==> config.mk <==
export PLATFORM = sky130hd
export DESIGN_NAME = seg_scan2
export DESIGN_NICKNAME = d
export VERILOG_FILES = /design/src/rtl/seg_pkg.sv /design/src/rtl/bcd_to_seg.sv /design/src/rtl/seg_scan2.sv
export SDC_FILE = /design/constraint.sdc
export NUM_CORES = 1
export LEC_CHECK = 0
export BUFFER_PORTS_ARGS = -buffer_cell sky130_fd_sc_hd__buf_2
export CAP_MARGIN = 5
export CORE_ASPECT_RATIO = 1.75
export CORE_MARGIN = 3
export CORE_UTILIZATION = 55
export CTS_CLUSTER_DIAMETER = 50
export DETAILED_ROUTE_END_ITERATION = 10
export PLACE_DENSITY = 0.74
export SYNTH_ARGS = -nofsm -noshare
export SYNTH_HDL_FRONTEND = slang
export SYNTH_SLANG_ARGS = --single-unit
==> constraint.sdc <==
create_clock -name C_CLK -period 2.65 [get_ports C_CLK]
set_clock_uncertainty 0.05 [all_clocks]
set_input_delay 0.53 -clock C_CLK [delete_from_list [all_inputs] [get_ports C_CLK]]
set_output_delay 0.53 -clock C_CLK [all_outputs]
set_load 0.02 [all_outputs]
==> src/rtl/seg_pkg.sv <==
// seg_pkg: flash FSM state type and seven-segment patterns ({g,f,e,d,c,b,a}, active-low)
package seg_pkg;
  typedef enum logic [1:0] {IDLE, DARK, LIT} flash_state_e;
  localparam logic [6:0] SEG_DASH  = 7'b0111111;
  localparam logic [6:0] SEG_BLANK = 7'b1111111;
  localparam logic [9:0][6:0] SEG_DIGITS = {
    7'b0010000, 7'b0000000, 7'b1111000, 7'b0000010, 7'b0010010,
    7'b0011001, 7'b0110000, 7'b0100100, 7'b1111001, 7'b1000000
  };
endpackage

==> src/rtl/bcd_to_seg.sv <==
// bcd_to_seg: combinational BCD to seven-segment decoder, dash for 10..15
module bcd_to_seg
  import seg_pkg::*;
(
  input  logic [3:0] bcd,
  output logic [6:0] seg
);
  assign seg = (bcd > 4'd9) ? SEG_DASH : SEG_DIGITS[bcd];
endmodule

==> src/rtl/seg_scan2.sv <==
// seg_scan2: two-digit multiplexed display driver with carry-triggered flash
module seg_scan2
  import seg_pkg::*;
#(
  parameter int SCAN_DIV    = 50000,
  parameter int BLINK_DIV   = 12500000,
  parameter int BLINK_COUNT = 3,
  parameter int LZB         = 1
) (
  input  logic       C_CLK,
  input  logic       RST,
  input  logic [3:0] D_OUT1,
  input  logic [3:0] D_OUT0,
  input  logic       C_out,
  output logic [1:0] AN,
  output logic [6:0] SEG,
  output logic       DP,
  output logic       FLASH
);
  localparam int SW = $clog2(SCAN_DIV);
  localparam int BW = $clog2(BLINK_DIV);
  localparam int CW = $clog2(BLINK_COUNT + 1);
  logic [SW-1:0] scan_q;
  logic [BW-1:0] ph_q;
  logic [CW-1:0] dark_q;
  logic [3:0] tens_q, units_q;
  logic sel_q, live_q, c_d_q, flash_q;
  logic [1:0] an_q, an_d;
  logic [6:0] seg_q, seg_d, dec_seg;
  flash_state_e state_q;
  logic wrap, rise, ph_end, blank_tens;
  assign wrap       = scan_q == SW'(SCAN_DIV - 1);
  assign ph_end     = ph_q == BW'(BLINK_DIV - 1);
  assign rise       = C_out & ~c_d_q;
  assign blank_tens = (LZB != 0) && sel_q && (tens_q == 4'd0);
  bcd_to_seg u_dec (.bcd(sel_q ? tens_q : units_q), .seg(dec_seg));
  // live_q keeps the display dark from reset release until the first slot is sampled
  always_comb begin
    an_d  = (!live_q || blank_tens || state_q == DARK) ? 2'b11 : (sel_q ? 2'b01 : 2'b10);
    seg_d = (!live_q || blank_tens) ? SEG_BLANK : dec_seg;
  end
  always_ff @(posedge C_CLK) begin
    if (RST) begin
      state_q <= IDLE;
      ph_q    <= '0;
      dark_q  <= '0;
      c_d_q   <= 1'b0;
    end else begin
      c_d_q <= C_out;
      if (rise) begin
        state_q <= DARK;
        ph_q    <= '0;
        dark_q  <= CW'(BLINK_COUNT);
      end else if (state_q != IDLE) begin
        ph_q <= ph_end ? '0 : ph_q + 1'b1;
        if (ph_end) begin
          if (state_q == DARK) dark_q <= dark_q - 1'b1;
          state_q <= (state_q == LIT) ? DARK : ((dark_q != CW'(1)) ? LIT : IDLE);
        end
      end
    end
  end
  always_ff @(posedge C_CLK) begin
    if (RST) begin
      scan_q  <= '0;
      sel_q   <= 1'b0;
      live_q  <= 1'b0;
      tens_q  <= 4'd0;
      units_q <= 4'd0;
      an_q    <= 2'b11;
      seg_q   <= SEG_BLANK;
      flash_q <= 1'b0;
    end else begin
      scan_q <= wrap ? '0 : scan_q + 1'b1;
      if (wrap) begin
        sel_q   <= ~sel_q;
        live_q  <= 1'b1;
        tens_q  <= D_OUT1;
        units_q <= D_OUT0;
      end
      an_q    <= an_d;
      seg_q   <= seg_d;
      flash_q <= state_q != IDLE;
    end
  end
  assign AN    = an_q;
  assign SEG   = seg_q;
  assign DP    = 1'b1;
  assign FLASH = flash_q;
endmodule

# [After elaboration in Yosys (flattened, before gate mapping)]
# Memories as Yosys holds them, arrays and structs flattened.
# Index checks and enable logic that the tools add are counted.
[word_totals] memories=1 mem_bits_ro=112 reg_bits=65 inputBits=11 output_inout_bits=11 word_cells=59
[op_classes] mux=14 bitwise=3 n_lt_le_gt_ge=2 add_sub_neg=3 n_eq_ne=5 reduce_logical=17
[memory_table] name="(no name shown)" words=16 word_bits=7 rd=1 rd_clocked_by_memory_dff=0 wr=0 line_no="bcd_to_seg.sv:8" source="assign seg = (bcd > 4'd9) ? SEG_DASH : SEG_DIGITS[bcd];"
[op_table] operator="$add 24x1->24 const B" n=1
[op_table] operator="$eq 24x24->1 const B" n=1
[op_table] operator="$mux 24" n=1
[op_table] operator="$add 16x1->16 const B" n=1
[op_table] operator="$eq 16x16->1 const B" n=1
[op_table] operator="$mux 2" n=7
[op_table] operator="$mux 7" n=2
[op_table] operator="$reduce_bool 2->1" n=4
[op_table] operator="$reduce_or 2->1" n=4
[op_table] operator="$lt 4x5->1 const B" n=1
[op_table] operator="$gt 4x4->1 const B" n=1
[op_table] operator="$logic_not 4->1" n=1
[op_table] operator="$mux 4" n=1
[op_table] operator="$reduce_and 2->1" n=2
[op_table] operator="$mux 1" n=3
[op_table] operator="$reduce_and 3->1" n=1
[op_table] operator="$reduce_or 3->1" n=1
[op_table] operator="$eq 2x1->1 const B" n=1
[op_table] operator="$eq 2x2->1 const B" n=1
[op_table] operator="$logic_or 1x1->1" n=2
[op_table] operator="$ne 2x1->1 const B" n=1
[op_table] operator="$not 1->1" n=2
[op_table] operator="$sub 2x1->2 const B" n=1
[op_table] operator="$and 1x1->1" n=1
[op_table] operator="other kinds (2)" n=2

# [Logic depth before layout (Yosys ltp)]
# Gate-level depths: netlist (run 1).
[logic_depth] word_depth=6 depth_mapped=8 ltp_nobuf=7

# [By module]
# From an unflattened synthesis (run 1), not the netlist that was laid out.
[hier_totals] hier_cells=349 area_unflattened_um2=3104.2
[by_module_without_submodules] module="seg_scan2" instances=1 cells_per_inst=324 area_per_inst_um2=2889.0 seq_area_each_um2=1301.2
[by_module_without_submodules] module="bcd_to_seg" instances=1 cells_per_inst=25 area_per_inst_um2=215.2 seq_area_each_um2=0.0

# [Worst setup path after synthesis (run 1)]
# No wires, ideal clock.
[synth_timing] path_type="reg2reg" from="reg ph_q[0]" to="reg ph_q[22]" slack_ns=0.628 t_required_ns=2.533 n_path_buf=1 t_arrival_ns=1.905 setup_time_ns=0.067 stages_incl_launch_ff=7 period_less_slack_ns=2.022 path_cell_list="dfxtp_1 ha_1 o21ai_1 or4_4 buf_6 or4_4 a21oi_2"
[synth_via] elab_chain_cells=2 word_cells_on_any_way=3 cone_classes="1 x add/sub; 1 x eq/ne; 1 x mux"
[synth_lines] element="start, declared" line_no="seg_scan2.sv:24" source="logic [BW-1:0] ph_q;"
[synth_lines] element="start signal, assigned" line_no="seg_scan2.sv:55" source="ph_q <= ph_end ? '0 : ph_q + 1'b1;"
[synth_lines] element="$add 24x1->24 or $eq 24x24->1 (tied branches)" line_no="seg_scan2.sv:55, seg_scan2.sv:33"
[synth_lines] element="$mux 24 *" line_no="seg_scan2.sv:55"
# Every way passes the cells marked *; elsewhere a longest branch is shown, timed or not.
# A chain may end at the register's enable or synchronous reset.

# [Worst setup path in the final report (run 1)]
[layout_timing] from="reg ph_q[2]" to="reg ph_q[23]"
# The elaborated chain is that of the path after synthesis.

==> insert_results.sql, run 1 <==
INSERT INTO impl_metrics (metric_group, metric, value, unit) VALUES
('power_and_ir_drop', 'powerDensity', '576', 'nW/um^2'),
('finish', 'area.growth.synth_to_final', '11.1', '%'),
('power_and_ir_drop', 'part_of_the_power_in_registers', '53.3', '%'),
('route', 'drc', '0', ''),
('finish', 'insertedDiodeCount', '0', ''),
('hold_path', 'hold_path_startpoint', 'D_OUT1[0]', ''),
('synth', 'dominant_synthesized_flop_cell', 'sky130_fd_sc_hd__dfxtp_1', ''),
('critical_path', 'worstPathRequired', '2870', 'ps'),
('clock_tree', 'post_cts_buffers', '0', ''),
('hold_path', 'worst_hold_path_type', 'in2reg', ''),
('die', 'die-area', '6250', 'sq um'),
('critical_path', 'end_kind', 'flip-flop', ''),
('route', 'drt_first_pass_iters', '4', ''),
('global_routing', 'grt.overflow.total', '0', ''),
('sta', 'fin_setup_tns', '0', 'ps'),
('outcome', 'outcome', 'complete, no violations', ''),
('critical_path', 'cp_common_cell', 'sky130_fd_sc_hd__or4_1', ''),
('finish', 'area_taken_by_flip_flops_and_latches', '1300', 'sq um'),
('finish', 'multi_input_comb_area', '1520', 'sq um'),
('power_and_ir_drop', 'total_leakage_power', '1.15', 'nW'),
('synth', 'synth_enable_flop_cells', '0', ''),
('clock_tree', 'cts_root_buf', 'sky130_fd_sc_hd__clkbuf_8', ''),
('synth', 'synth.yosys.warnings', '0', ''),
('sta', 'finalSetupViolations', '0', ''),
('clock_tree', 'post_cts_hold_buffer_count', '0', ''),
('die', 'start_util', '57.7', '%'),
('sta', 'maxSlewHeadroom', '60.2', '%'),
('die', 'rows', '34', ''),
('die', 'floorplan.core_area', '5060', 'sq um'),
('clock_tree', 'clk-insertion-delay-late', '340', 'ps'),
('synth', 'post_syn_nets', '347', ''),
('sta', 'slew_violations', '0', ''),
('clock_tree', 'cts-resized-gates', '0', ''),
('finish', 'final_design_area_no_fill', '3240', 'sq um'),
('power_and_ir_drop', 'finalPower', '1.87', 'mW'),
('place', 'placement.io_buffers', '20', ''),
('place', 'place_area', '3050', 'sq um'),
('sta', 'final.setup.worst_slack', '545', 'ps'),
('sta', 'shortest_period_the_worst_path_allows', '2100', 'ps'),
('clock_tree', 'clk_path_buf_depth', '2', ''),
('critical_path', 'startpoint', 'ph_q[2]', ''),
('route', 'drt-total-wl', '6010', 'microns'),
('finish', 'design.final.nets', '368', ''),
('synth', 'synth-async-reset-ratio', '0', '%'),
('power_and_ir_drop', 'p_int', '1.46', 'mW'),
('power_and_ir_drop', 'p_sw_share', '21.9', '%'),
('finish', 'layout_common_cells', 'sky130_fd_sc_hd__dfxtp_1, sky130_fd_sc_hd__nor2_1, sky130_fd_sc_hd__a21oi_1, sky130_fd_sc_hd__buf_2, sky130_fd_sc_hd__nand2_1', ''),
('global_routing', 'grt_pass1_vias', '2337', ''),
('synth', 'count_of_mapped_cells_out_of_synthesis', '329', ''),
('sta', 'setup_repair_after_global_routing_missed_its_margin', 'no', ''),
('synth', 'yosys.cell_types.count', '43', ''),
('sta', 'min_period_over_period', '79.4', '%'),
('route', 'post_drt_via_cell_ratio', '5.97', ''),
('die', 'die_y', '102', 'microns'),
('synth', 'synth-seq-area-share', '44.6', '%'),
('route', 'avgRoutedWirePerCell', '14.7', 'microns'),
('clock_tree', 'cts.clk_slew.worst_paths', '70', 'ps'),
('finish', 'layout.filler_cells', '455', ''),
('clock_tree', 'tritoncts_num_sinks', '65', ''),
('die', 'dieWidth', '61.1', 'microns'),
('power_and_ir_drop', 'irDropWorstVdd', '0.496', 'mV'),
('clock_tree', 'cts_tree', 'done', ''),
('synth', 'synthesis.area', '2920', 'sq um'),
('route', 'drt_first_iter_violations', '124', ''),
('place', 'gp_congestion', '0.811', ''),
('place', 'pre_cts_ws', '547', 'ps'),
('critical_path', 'critical_path.reg2reg.startpoint', 'ph_q[2]', ''),
('clock_tree', 'cts_htree_levels', '3', ''),
('route', 'number_of_nets_with_antenna_violations_after_detailed_routing', '0', ''),
('critical_path', 'crit_path_max_fanout', '13', ''),
('critical_path', 'worstPathCellList', 'nand3_2 > or4_1 > or4_1 > a21oi_1', '');
-- path summary, 6_finish.rpt --
path | endpoint | slack [ps] | cells after the start
worst max register to register | ph_q[23] | 550 | 4
worst min-delay path | tens_q[0] | 360 | 3
worst min register to register | live_q | 410 | 2
worst max-delay path | ph_q[23] | 550 | 4
-- Yosys cell counts (2+ instances only) --
| library cell | n | share of area (%) |
|---|---|---|
| sky130_fd_sc_hd__nor2b_1 | 3 | 0.64 |
| sky130_fd_sc_hd__xor2_1 | 9 | 2.7 |
| sky130_fd_sc_hd__nand3_1 | 15 | 2.6 |
| sky130_fd_sc_hd__o21ai_0 | 16 | 2.7 |
| sky130_fd_sc_hd__o41ai_1 | 2 | 0.60 |
| sky130_fd_sc_hd__or4_4 | 2 | 0.77 |
| sky130_fd_sc_hd__clkbuf_1 | 11 | 1.4 |
| sky130_fd_sc_hd__nand2_1 | 17 | 2.2 |
| sky130_fd_sc_hd__mux2i_1 | 12 | 4.1 |
| sky130_fd_sc_hd__and3_1 | 6 | 1.3 |
| sky130_fd_sc_hd__mux2_2 | 2 | 0.77 |
| sky130_fd_sc_hd__nand2b_1 | 4 | 0.86 |
| sky130_fd_sc_hd__o31ai_1 | 7 | 1.8 |
| sky130_fd_sc_hd__nor4_1 | 3 | 0.64 |
| sky130_fd_sc_hd__inv_1 | 10 | 1.3 |
| sky130_fd_sc_hd__or4b_1 | 2 | 0.69 |
| sky130_fd_sc_hd__nand4_1 | 14 | 3.0 |
| sky130_fd_sc_hd__or3_1 | 8 | 1.7 |
| sky130_fd_sc_hd__dfxtp_1 | 65 | 45 |
| sky130_fd_sc_hd__ha_1 | 7 | 3.0 |
| sky130_fd_sc_hd__nor3_1 | 6 | 1.0 |
| sky130_fd_sc_hd__or4_1 | 9 | 2.3 |
| sky130_fd_sc_hd__a31oi_1 | 3 | 0.64 |
| sky130_fd_sc_hd__nor2_1 | 43 | 5.5 |
| sky130_fd_sc_hd__nor4bb_1 | 3 | 1.0 |
| sky130_fd_sc_hd__xnor2_1 | 13 | 3.9 |
| sky130_fd_sc_hd__and4_1 | 2 | 0.60 |
| sky130_fd_sc_hd__a21oi_1 | 20 | 3.4 |
-- layer usage --
layer / GRT usage [%] / part of all wire [%] / vias to the layer above
li1: - / - / 1220
met1: 21.8 / 37 / 1148
met2: 40.5 / 56 / 47
met3: 4.55 / 3.1 / 20
met4: 10.5 / 3.4 / 0
met5: 0 / 0 / -
-- area by class of cell --
type / instances / share of cell area [%]
clock inverters: 5 / 1.74
well taps: 54 / 2.08
flip-flops and latches: 65 / 40.1
repair buffers: 23 / 3.78
multi-input cells: 241 / 46.9
clock buffers: 10 / 4.24
inverters: 10 / 1.16
-- critical path, delay by kind of cell, from the launching register on --
kind               cells  cell delay [ps]
AOI/OAI and AO/OA      1              140
DFF                    1              420
and+or+nand+nor        3             1420
-- state kept, by name, summed over array words and instances (netlist names) --
register,cells
FLASH,1
ph_q,24
tens_q,4
units_q,4
dark_q,2
SEG,7
scan_q,16
live_q,1
state_q,2
sel_q,1
AN,2
c_d_q,1
-- stage by stage --
step | cells | util, % | hold WS [ps]
after floorplan | 329 | - | 376
after global placement | 393 | 60.3 | 391
after detailed placement | 393 | 60.3 | 400
after CTS | 408 | 64.1 | 353
after global routing | 408 | 64.1 | 365
final | 408 | 64.1 | 363
-- power groups by stage --
stage,Combinational [mW],Sequential [mW],Clock (mW)
final,0.0532,0.996,0.818
after global routing,0.0612,0.997,0.874
after CTS,0.0538,0.996,0.835
after detailed placement,0.0536,1.02,0
after global placement,0.0522,1.02,0
after floorplan,0.0362,1.02,0
-- kinds of logic after synthesis --
logic type | count (synthesis) | share of synthesized area [%]
other | 1 | 0.128
DFF | 65 | 44.6
muxes | 14 | 4.88
xor gates and xnor gates | 22 | 6.60
and+or+nand+nor | 141 | 26.0
adders and majority gates | 7 | 3.00
AOI/OAI and AO/OA | 56 | 11.5
buffers and inverters | 23 | 3.34
(Power assumes the default switching activity.)
==> run 2: changes to the inputs <==
CORE_UTILIZATION = 53   (was 55)
clock period = 1.8 ns   (was 2.65 ns; I/O delays follow)
==> run 2 against run 1 <==
  * Global-route usage shrank 1.0 points
  * First-iteration DRC count shrank 31%
  * Worst setup slack lost 600 ps
  * Total power grew 51%
  * Flip-flop and latch count is the same
  * Core utilization grew 6.5 points
  * The flow now finishes with violations (setup timing)
  * Cell count grew 15%
  * Critical path depth is the same
  * Combinational power grew 81%
  * Worst hold slack lost 170 ps
==> insert_results.sql, run 2 (synthesis results as in run 1) <==
INSERT INTO impl_metrics (metric_group, metric, value, unit) VALUES
('global_routing', 'global_route_wire_length_before_repair', '11000', 'microns'),
('critical_path', 'worstPathRequired', '2030', 'ps'),
('finish', 'post_route_cells_drive_above_1_share', '28.7', '%'),
('sta', 'min_period_over_period', '103', '%'),
('critical_path', 'slowest_cell_on_the_critical_path', 'sky130_fd_sc_hd__or4_4', ''),
('flow_run', 'number_of_violations_of_the_max_capacitance_limit', '0', ''),
('sta', 'setup_repair_after_global_routing_missed_its_margin', 'yes', ''),
('finish', 'design.final.nets', '410', ''),
('critical_path', 'worst-endpoint-arrival', '2080', 'ps'),
('route', 'drc', '0', ''),
('route', 'drt-total-wl', '6610', 'microns'),
('global_routing', 'largest_net_degree_at_the_start_of_global_routing', '20', ''),
('die', 'start_util', '55.1', '%'),
('critical_path', 'critical_path_class', 'reg2reg', ''),
('sta', 'final.setup.worst_slack', '-56.3', 'ps'),
('finish', 'insertedDiodeCount', '0', ''),
('power_and_ir_drop', 'finalPower', '2.82', 'mW'),
('route', 'avgRoutedWirePerCell', '14.0', 'microns'),
('critical_path', 'critPathLaunchType', 'flip-flop', ''),
('route', 'drt_first_pass_iters', '4', ''),
('clock_tree', 'cts_root_buf', 'sky130_fd_sc_hd__clkbuf_8', ''),
('critical_path', 'end_kind', 'flip-flop', ''),
('die', 'rows', '35', ''),
('critical_path', 'crit_path_max_fanout', '8', ''),
('global_routing', 'grt_pass1_vias', '2690', ''),
('power_and_ir_drop', 'total_leakage_power', '1.39', 'nW'),
('sta', 'slew_violations', '0', ''),
('clock_tree', 'post_cts_hold_buffer_count', '0', ''),
('finish', 'layoutNonFillerInstCount', '471', ''),
('die', 'die-area', '6470', 'sq um'),
('place', 'gp_congestion', '0.817', ''),
('finish', 'register_ranked_first_by_flip_flop_count', 'ph_q', ''),
('sta', 'report.final.hold_viol_count', '0', ''),
('clock_tree', 'clk_path_buf_depth', '2', ''),
('die', 'dieWidth', '62.1', 'microns'),
('route', 'drt_first_iter_violations', '86', ''),
('critical_path', 'worst_path_largest_cell_delay', '630', 'ps'),
('route', 'number_of_nets_with_antenna_violations_after_detailed_routing', '0', ''),
('finish', 'area.growth.synth_to_final', '28.1', '%'),
('power_and_ir_drop', 'powerDensity', '754', 'nW/um^2'),
('clock_tree', 'tritoncts_num_sinks', '65', ''),
('power_and_ir_drop', 'irDropWorstVdd', '0.606', 'mV'),
('clock_tree', 'cts_tree', 'done', ''),
('outcome', 'violations', 'setup timing', ''),
('clock_tree', 'clk-insertion-delay-late', '350', 'ps'),
('place', 'placement.io_buffers', '20', ''),
('sta', 'finalSetupViolations', '3', ''),
('die', 'design.portCount', '22', ''),
('finish', 'layout_common_cells', 'sky130_fd_sc_hd__dfxtp_1, sky130_fd_sc_hd__nor2_1, sky130_fd_sc_hd__buf_4', ''),
('place', 'placedCellCount', '451', ''),
('clock_tree', 'cts_htree_levels', '3', ''),
('hold_path', 'worst_hold_path_type', 'in2reg', ''),
('die', 'floorplan.core_area', '5300', 'sq um'),
('global_routing', 'grt.overflow.total', '0', ''),
('sta', 'shortest_period_the_worst_path_allows', '1860', 'ps'),
('finish', 'largest_register_ff_count', '24', ''),
('global_routing', 'grtUsageTotal', '20.8', '%'),
('clock_tree', 'tritoncts.num_buffers', '9', ''),
('clock_tree', 'cts.clk_slew.worst_paths', '80', 'ps'),
('critical_path', 'worstPathCellList', 'nand4_1 > or4_4 > or4_1 > a21oi_1', ''),
('route', 'post_drt_via_cell_ratio', '5.62', ''),
('global_routing', 'grt_antenna_before_repair', '0', ''),
('place', 'pre_cts_ws', '-55.2', 'ps'),
('finish', 'layout_commonest_cell', 'sky130_fd_sc_hd__dfxtp_1', ''),
('place', 'place_hpwl', '4700', 'microns'),
('route', 'route.vias.total', '2646', ''),
('outcome', 'outcome', 'finished, violations left', ''),
('die', 'die_y', '104', 'microns'),
('sta', 'timing.fmax', '539', 'MHz');
## run 2: cell types whose count changed in the layout (fill, tap and decap cells not counted), sizes merged
cell      before  now
buf           23   65
clkbuf        10    9
clkinv         3    5
clkinvlp       1    0
inv           10   11
## run 2: path summary, 6_finish.rpt
| path | cells past startpoint | end | from | slack [ps] |
|---|---|---|---|---|
| hold reg to reg | 1 | scan_q[0] | scan_q[0] | 410 |
| hold / removal | 3 | tens_q[1] | D_OUT1[1] | 190 |
| setup reg to reg | 4 | ph_q[18] | ph_q[8] | -60 |
| setup / recovery | 4 | ph_q[18] | ph_q[8] | -60 |
## run 2: report_power, final
part           switching (mW)  internal [mW]  leakage (nW)
sequential             0.0119           1.45         0.531
combinational          0.0567         0.0395         0.759
clock                   0.612          0.650         0.104
total                   0.680           2.14          1.39
## run 2: area by class of cell
class / instances / area, sq um
inverter: 10 / 37.5
clock buffer: 9 / 124
multi-input combinational: 241 / 1620
sequential: 65 / 1320
timing repair buffer: 65 / 473
fill: 422 / 1560
clock inverter: 7 / 78.8
tap: 74 / 92.6
## run 2: per-stage QoR
stage	hold WS [ps]	area, sq um	setup TNS, ps	utilization, %
4_1_cts	181	3630	-89.4	68.4
6_report	190	3740	-85.4	70.6
5_1_grt	202	3740	-714	70.6
3_3_place_gp	393	3410	-12.7	64.3
3_5_place_dp	402	3410	-217	64.3
2_1_floorplan	376	2960	-164	-
## run 2: critical path: cells and delay by family (launching register included)
| kind | cells | cell delay [ps] |
|---|---|---|
| compound gates | 1 | 130 |
| simple gates | 3 | 1260 |
| flops | 1 | 340 |
## run 2: timing repair
action / 4_1_cts / 5_1_grt
cloned: 0 / 2
endpoints found under the hold margin: 0 / 0
gates resized for setup: 2 / 26
buffers inserted: 1 / 1
pin swaps: 2 / 17
setup endpoints to repair: 12 / 28
## run 2: layer usage
metal | GRT usage, % | vias to the layer above | wire (microns)
met5 | 0 | - | 0
met4 | 9.97 | 0 | 152
met3 | 3.78 | 16 | 219
met2 | 42.3 | 57 | 3790
met1 | 19.0 | 1264 | 2440
li1 | - | 1309 | -
